### src/rtl/pipe_pkg.sv
`default_nettype none
// ============================================================================
// Module      : pipe_pkg (package)
// Description : Shared constants and types for the MIPS inter-stage pipeline
//               registers. Holds the default exception-handler PC, default
//               exception-code width, the NOP encoding, the ExcCode values
//               and the per-edge priority-select type.
// Revision    : 1.0 - initial release
// ============================================================================
package pipe_pkg;

  localparam logic [31:0] DEF_HANDLER_PC = 32'h0000_4180;
  localparam int          DEF_EXC_W      = 5;
  localparam logic [31:0] NOP_INSTR      = 32'h0000_0000;

  // ExcCode values (CP0 Cause.ExcCode encoding)
  localparam logic [4:0] EXC_INT  = 5'd0;
  localparam logic [4:0] EXC_ADEL = 5'd4;
  localparam logic [4:0] EXC_ADES = 5'd5;
  localparam logic [4:0] EXC_RI   = 5'd10;
  localparam logic [4:0] EXC_OV   = 5'd12;

  // Action taken by a stage register on a clock edge, highest priority first
  typedef enum logic [1:0] {
    SEL_FLUSH = 2'd0,
    SEL_HOLD  = 2'd1,
    SEL_STALL = 2'd2,
    SEL_LOAD  = 2'd3
  } sel_e;

endpackage : pipe_pkg
`default_nettype wire

### src/rtl/pipe_perf_cnt.sv
`default_nettype none
// ============================================================================
// Module      : pipe_perf_cnt
// Description : Saturating event counter. Increments once per enabled clock
//               edge and sticks at all-ones; cleared only by reset.
// Ports       : clk     - clock, rising edge
//               rst_n   - asynchronous reset, active low
//               i_en    - count this edge
//               o_cnt   - current count [CNT_W-1:0]
// Revision    : 1.0 - initial release
// ============================================================================
module pipe_perf_cnt #(
  parameter int CNT_W = 16
) (
  input  logic             clk,
  input  logic             rst_n,
  input  logic             i_en,
  output logic [CNT_W-1:0] o_cnt
);

  logic [CNT_W-1:0] r_cnt;

  always_ff @(posedge clk or negedge rst_n) begin
    if (!rst_n) begin
      r_cnt <= '0;
    end else if (i_en && (r_cnt != '1)) begin
      r_cnt <= r_cnt + CNT_W'(1);
    end
  end

  assign o_cnt = r_cnt;

endmodule : pipe_perf_cnt
`default_nettype wire

### src/rtl/pipe_stage_reg.sv
`default_nettype none
// ============================================================================
// Module      : pipe_stage_reg
// Description : Parametrised inter-stage pipeline register (D/E, E/M, M/W).
//               Carries instruction, PC, NUM_OPS operand words, exception
//               code, branch-delay flag and a valid bit. Per-edge priority is
//               flush > hold > stall > load. A faulting instruction is
//               squashed to NOP on load while its PC and ExcCode travel on.
// Ports       : clk, reset (async, active low)
//               stall, hold, flush         - stage control
//               d_valid/instr/pc/ops/exc/bd - upstream slot
//               q_valid/instr/pc/ops/exc/bd - registered slot
//               bubble_cnt, flush_cnt      - performance counters
// Option      : PIPE_STAGE_PERF_CNT_EN - when defined, bubble_cnt/flush_cnt
//               are saturating counters; otherwise both are tied to 0.
// Revision    : 1.0 - initial release
// ============================================================================
module pipe_stage_reg
  import pipe_pkg::*;
#(
  parameter int              DATA_W     = 32,
  parameter int              PC_W       = 32,
  parameter int              NUM_OPS    = 2,
  parameter int              EXC_W      = DEF_EXC_W,
  parameter logic [PC_W-1:0] HANDLER_PC = PC_W'(DEF_HANDLER_PC),
  parameter int              CNT_W      = 16
) (
  input  logic                      clk,
  input  logic                      reset,
  input  logic                      stall,
  input  logic                      hold,
  input  logic                      flush,
  input  logic                      d_valid,
  input  logic [DATA_W-1:0]         d_instr,
  input  logic [PC_W-1:0]           d_pc,
  input  logic [NUM_OPS*DATA_W-1:0] d_ops,
  input  logic [EXC_W-1:0]          d_exc,
  input  logic                      d_bd,
  output logic                      q_valid,
  output logic [DATA_W-1:0]         q_instr,
  output logic [PC_W-1:0]           q_pc,
  output logic [NUM_OPS*DATA_W-1:0] q_ops,
  output logic [EXC_W-1:0]          q_exc,
  output logic                      q_bd,
  output logic [CNT_W-1:0]          bubble_cnt,
  output logic [CNT_W-1:0]          flush_cnt
);

  logic                      r_valid;
  logic [DATA_W-1:0]         r_instr;
  logic [PC_W-1:0]           r_pc;
  logic [NUM_OPS*DATA_W-1:0] r_ops;
  logic [EXC_W-1:0]          r_exc;
  logic                      r_bd;

  sel_e              w_sel;
  logic [DATA_W-1:0] w_instr_ld;

  always_comb begin
    w_sel = SEL_LOAD;
    if (flush) begin
      w_sel = SEL_FLUSH;
    end else if (hold) begin
      w_sel = SEL_HOLD;
    end else if (stall) begin
      w_sel = SEL_STALL;
    end
  end

  // Squash: a faulting instruction becomes a NOP so it cannot execute
  // downstream; its PC and ExcCode still reach the exception logic.
  assign w_instr_ld = (d_exc == EXC_W'(EXC_INT)) ? d_instr : DATA_W'(NOP_INSTR);

  always_ff @(posedge clk or negedge reset) begin
    if (!reset) begin
      r_valid <= 1'b0;
      r_instr <= '0;
      r_pc    <= '0;
      r_ops   <= '0;
      r_exc   <= '0;
      r_bd    <= 1'b0;
    end else begin
      case (w_sel)
        SEL_FLUSH: begin
          r_valid <= 1'b0;
          r_instr <= '0;
          r_pc    <= HANDLER_PC;
          r_ops   <= '0;
          r_exc   <= '0;
          r_bd    <= 1'b0;
        end
        SEL_STALL: begin
          // Bubble keeps PC and BD so an EPC derived from it is correct
          r_valid <= 1'b0;
          r_instr <= '0;
          r_pc    <= d_pc;
          r_ops   <= '0;
          r_exc   <= '0;
          r_bd    <= d_bd;
        end
        SEL_LOAD: begin
          r_valid <= d_valid;
          r_instr <= w_instr_ld;
          r_pc    <= d_pc;
          r_ops   <= d_ops;
          r_exc   <= d_exc;
          r_bd    <= d_bd;
        end
        default: begin
          // SEL_HOLD: every register retains its value
        end
      endcase
    end
  end

  assign q_valid = r_valid;
  assign q_instr = r_instr;
  assign q_pc    = r_pc;
  assign q_ops   = r_ops;
  assign q_exc   = r_exc;
  assign q_bd    = r_bd;

`ifdef PIPE_STAGE_PERF_CNT_EN
  logic w_bubble_en;
  logic w_flush_en;

  // A bubble is only counted when one is actually inserted
  assign w_bubble_en = (w_sel == SEL_STALL);
  assign w_flush_en  = (w_sel == SEL_FLUSH);

  pipe_perf_cnt #(
    .CNT_W (CNT_W)
  ) u_bubble_cnt (
    .clk   (clk),
    .rst_n (reset),
    .i_en  (w_bubble_en),
    .o_cnt (bubble_cnt)
  );

  pipe_perf_cnt #(
    .CNT_W (CNT_W)
  ) u_flush_cnt (
    .clk   (clk),
    .rst_n (reset),
    .i_en  (w_flush_en),
    .o_cnt (flush_cnt)
  );
`else
  assign bubble_cnt = '0;
  assign flush_cnt  = '0;
`endif

endmodule : pipe_stage_reg
`default_nettype wire

### config.mk
export PLATFORM = sky130hd
export DESIGN_NAME = pipe_stage_reg
export DESIGN_NICKNAME = d
export VERILOG_FILES = /design/src/rtl/pipe_pkg.sv /design/src/rtl/pipe_perf_cnt.sv /design/src/rtl/pipe_stage_reg.sv
export SDC_FILE = /design/constraint.sdc
export NUM_CORES = 1
export LEC_CHECK = 0
export ABC_CLOCK_PERIOD_IN_PS = 1150
export CAP_MARGIN = 40
export CORE_UTILIZATION = 43
export CTS_CLUSTER_SIZE = 12
export DETAILED_ROUTE_END_ITERATION = 6
export PLACE_DENSITY = 0.95
export RECOVER_POWER = 25
export SETUP_SLACK_MARGIN = 0.3
export SYNTH_ARGS = -nofsm -noshare
export SYNTH_HDL_FRONTEND = slang
export SYNTH_SLANG_ARGS = --single-unit
### constraint.sdc
create_clock -name clk -period 1.15 [get_ports clk]
set_input_delay 0.23 -clock clk [delete_from_list [all_inputs] [get_ports clk]]
set_output_delay 0.23 -clock clk [all_outputs]
set_load 0.1 [all_outputs]
==> impl_metrics.py, run 1 <==
metrics = {
    "run_status": {
        "haltStage": "global routing",
        "status": "did not finish",
        "tool.error": "[ERROR DPL-0038] Utilization greater than 100%, impossible to legalize",
    },
    "cts": {
        "cts_root_buf": "clkbuf_16",
        "cts_inserted_buffers": 17,
        "clock-sinks": 135,
        "cts.path.max_buffers": 2,
        "htree_levels": 4,
    },
    "yosys": {
        "syn_area_per_cell_um2": 13.0,
        "synthArstFlopShare_pct": 100,
        "synth_most_common_cell": "dfrtp_1",
        "netlist_instances": 447,
        "synthDistinctLibCells": 19,
        "synth_top_cell_by_area": "dfrtp_1",
        "ys_ff_latch": 135,
        "synth_edf_count": 0,
        "ys_top_cells_by_area": "dfrtp_1 58%, a22o_1 11%, o41ai_2 8.4%, mux2i_1 5.2%, buf_4 4.1%",
        "synthFlopType": "dfrtp_1",
        "yosysSeqAreaShare_pct": 58.3,
        "yosys_warnings": 0,
        "netlist_area_mm2": 0.00579,
        "synth_top_area_share_pct": 58.3,
        "yosys-top-cells-count": "135 x dfrtp_1, 70 x a22o_1, 32 x buf_4, 32 x inv_1, 32 x nand3b_1",
    },
    "die": {
        "fp.dieW_um": 118,
        "start_util_pct": 43.9,
        "io_pins": 307,
        "num_rows": 42,
        "fp.dieH_um": 118,
    },
    "placement": {
        "pre_cts_slack_ns": -0.633,
        "gp_congestion": 0.825,
        "place_hpwl_um": 14700,
        "io_buffers": 274,
    },
    "timing": {
        "worst-ep-kind": "primary output",
        "crit_endpoint": "q_ops[28]",
    },
    "global_route": {
        "grt_max_degree": 37,
    },
}
==> kinds of logic after synthesis <==
family | Yosys count | share of synthesized area, %
compound gates | 105 | 19.8
other cells | 1 | 0.0647
mux | 30 | 5.18
simple gates | 70 | 7.02
buf+inv | 106 | 9.63
flops | 135 | 58.3
==> metrics by stage <==
stage | std cells | instance area (um2)
CTS | 991 | 12400
detailed placement | 881 | 10500
global placement | 881 | 10500
floorplan | 478 | 6420
==> repair_timing <==
action	in CTS
hold endpoints to repair	13
buffers inserted	60
gates resized for setup	111
hold buffers	1
pin swaps	77
endpoints found under the setup margin	251
gates cloned	17
==> run 2, diff against run 1 <==
Settings changed: CORE_UTILIZATION 43 to 40, CTS_CLUSTER_SIZE 12 to default, PLACE_DENSITY 0.95 to default, PLACE_DENSITY_LB_ADDON from default to 0.15, SETUP_SLACK_MARGIN 0.3 to default.
==> impl_metrics.py, run 2 <==
metrics = {
    "run_status": {
        "status": "complete, but fails checks",
        "failed_checks": "setup timing",
    },
    "cts": {
        "clk_pin_slew_ns": 0.06,
        "cts_root_buf": "clkbuf_16",
        "cts.path.max_buffers": 2,
        "clock-sinks": 135,
        "cts_inserted_buffers": 17,
        "tritoncts": "done",
        "clock_latency_ns": 0.41,
        "htree_levels": 4,
    },
    "critical_path": {
        "crit_path_top_delay_cell": "dfrtp_1",
        "cp_cell_sequence": "buf_12",
        "worstSetupPathType": "reg -> out",
        "endpoint_kind": "output port",
        "cp_top_family": "flip-flops",
        "cp-start-kind": "flop",
        "cp.required_ns": 0.92,
        "crit_buf_inv": 1,
        "critPathArrivalTime_ns": 1.05,
        "slowest_delay_ns": 0.43,
        "cp_max_fo": 2,
    },
    "yosys": {
        "synthDistinctLibCells": 19,
        "ys_ff_latch": 135,
        "synthArstFlopShare_pct": 100,
        "yosys_warnings": 0,
        "yosys-top-cells-count": "135 x dfrtp_1, 70 x a22o_1, 32 x buf_4, 32 x inv_1, 32 x nand3b_1",
        "synthFlopType": "dfrtp_1",
        "synth_edf_count": 0,
        "yosysSeqAreaShare_pct": 58.3,
        "synth_most_common_cell": "dfrtp_1",
        "netlist_area_mm2": 0.00579,
        "ys_top_cells_by_area": "dfrtp_1 58%, a22o_1 11%, o41ai_2 8.4%, mux2i_1 5.2%, buf_4 4.1%",
        "syn_area_per_cell_um2": 13.0,
        "synth_top_cell_by_area": "dfrtp_1",
        "netlist_instances": 447,
        "synth_top_area_share_pct": 58.3,
    },
    "pwr": {
        "total_power_mw": 14.8,
        "p_sw_mw": 4.60,
        "p_leak_nw": 5.75,
        "p_clk_share_pct": 39.7,
        "ir_drop_mv": 0.903,
        "internal_power_mw": 10.2,
        "share_comb_of_total_power_pct": 25.7,
        "switching_share_pct": 31.1,
        "powerDensity_mw_per_mm2": 1260,
        "seq_power_share_pct": 34.7,
    },
    "worst_hold_path": {
        "hold_path.class": "in -> reg",
    },
    "global_route": {
        "grt_use_met1_pct": 30.3,
        "track_usage_pct": 27.4,
        "grt_pass1_wl_um": 30200,
        "grt_use_met3_pct": 9.29,
        "antenna_found_initial": 0,
        "use_met2_pct": 47.4,
        "grt_pass1_vias": 5443,
        "grt_max_degree": 63,
        "grt_overflow": 0,
        "busiest_layer": "met2",
    },
    "placement": {
        "pre_cts_slack_ns": -0.668,
        "dpl-instance-area_mm2": 0.0102,
        "placed_cells": 880,
        "io_buffers": 274,
        "place_hpwl_um": 12600,
        "gp_congestion": 0.769,
    },
    "job": {
        "maxCapViolations": 0,
    },
    "detailed_routing": {
        "wirelength_um": 21600,
        "drc_errors": 0,
        "first_pass_iters": 4,
        "dr_total_vias": 5093,
        "drtIter0Drc": 331,
        "ant_nets": 0,
        "viasPerCell": 5.22,
        "wl_per_cell_um": 22.1,
    },
    "final_layout": {
        "drive_gt1_share_pct": 49.6,
        "n_antenna_cell": 0,
        "fin_area_mm2": 0.0118,
        "final_cells": 975,
        "area_delta_synth_final_pct": 103,
        "final_net_count": 922,
        "final_common_cell": "buf_12",
        "largest_register_ffs": 64,
        "final_cell_mix": "145 x buf_12, 130 x clkdlybuf4s50_1, 105 x dfrtp_2",
    },
    "die": {
        "start_util_pct": 41.4,
        "fp.dieH_um": 122,
        "num_rows": 43,
        "core-area_mm2": 0.0140,
        "die-area_mm2": 0.0150,
        "fp.dieW_um": 122,
        "io_pins": 307,
    },
    "timing": {
        "fmax_ghz": 0.782,
        "period_share_pct": 111,
        "rsz0062_at_grt": "true",
        "fin_crit_ns": 1.28,
        "setup_ws_ns": -0.129,
        "setup_viol": 141,
        "skew_ns": 0,
        "drv_slew": 0,
        "hold_violations": 0,
    },
}
[run 2: worst reg2reg max path, cell delays in order, from the launching register on]
cell	delay, ns
dfrtp_1	0.43
buf_4	0.16
buf_4	0.12
nand3b_1	0.13
o41ai_4	0.10
[run 2: logic make-up after synthesis]
family,Yosys count,share of synthesized area [%]
buffers and inverters,106,9.63
AND/OR/NAND/NOR,70,7.02
other,1,0.0647
flip-flops,135,58.3
AO/OA/AOI/OAI,105,19.8
multiplexers,30,5.18
[run 2: cell type report]
class                           count  area, um2
Sequential cell                   135       3510
Inverter                           32        120
Tap cell                          180        225
Multi-Input combinational cell    237       2260
Timing Repair Buffer              359       5000
Clock inverter                      8        143
Clock buffer                       24        492
Fill cell                         667       2230
[run 2: power groups by stage]
stage | clock [mW] | sequential (mW) | combinational [mW]
floorplan | 0 | 6.31 | 0.976
global placement | 0 | 5.20 | 3.53
detailed placement | 0 | 5.21 | 3.57
CTS | 5.90 | 5.13 | 3.71
global route | 6.12 | 5.15 | 3.92
finish | 5.87 | 5.13 | 3.79
[run 2: layer usage]
layer  vias up  part of all wire (%)
met5         -                     0
met4         0                   3.5
met3        53                   8.4
met2       248                    53
met1      2582                    35
li1       2210                     -
[run 2: path summary, 6_finish.rpt]
path,from,endpoint,slack [ns],cells past startpoint
setup / recovery,q_instr[1],q_instr[1],-0.13,1
hold / removal,d_exc[1],q_exc[1],0.1,2
setup reg to reg,q_instr[1],q_instr[1],0.08,4
hold reg to reg,q_pc[8],q_pc[8],0.55,1
max in group asynchronous,reset,q_ops[47],0.11,3
min in group asynchronous,reset,q_pc[1],0.27,2
[run 2: repair_timing]
item | 4_1_cts | 5_1_grt
gates cloned | 6 | 2
endpoints found under the hold margin | 135 | 0
pin swaps | 10 | 19
setup endpoints to repair | 228 | 145
setup buffers | 31 | 24
resized for setup | 22 | 23
hold buffers | 1 | 0
[run 2: stage by stage]
stage	TNS, ns	util [%]	hold WS [ns]
floorplan	-3.78	-	-0.0656
global placement	-51.83	73.1	0.113
detailed placement	-54.27	73.1	0.119
CTS	-14.60	81.3	0.183
global route	-17.95	84.0	0.0918
finish	-12.40	84.0	0.0953
No activity file was read; power rests on OpenSTA's default activity.
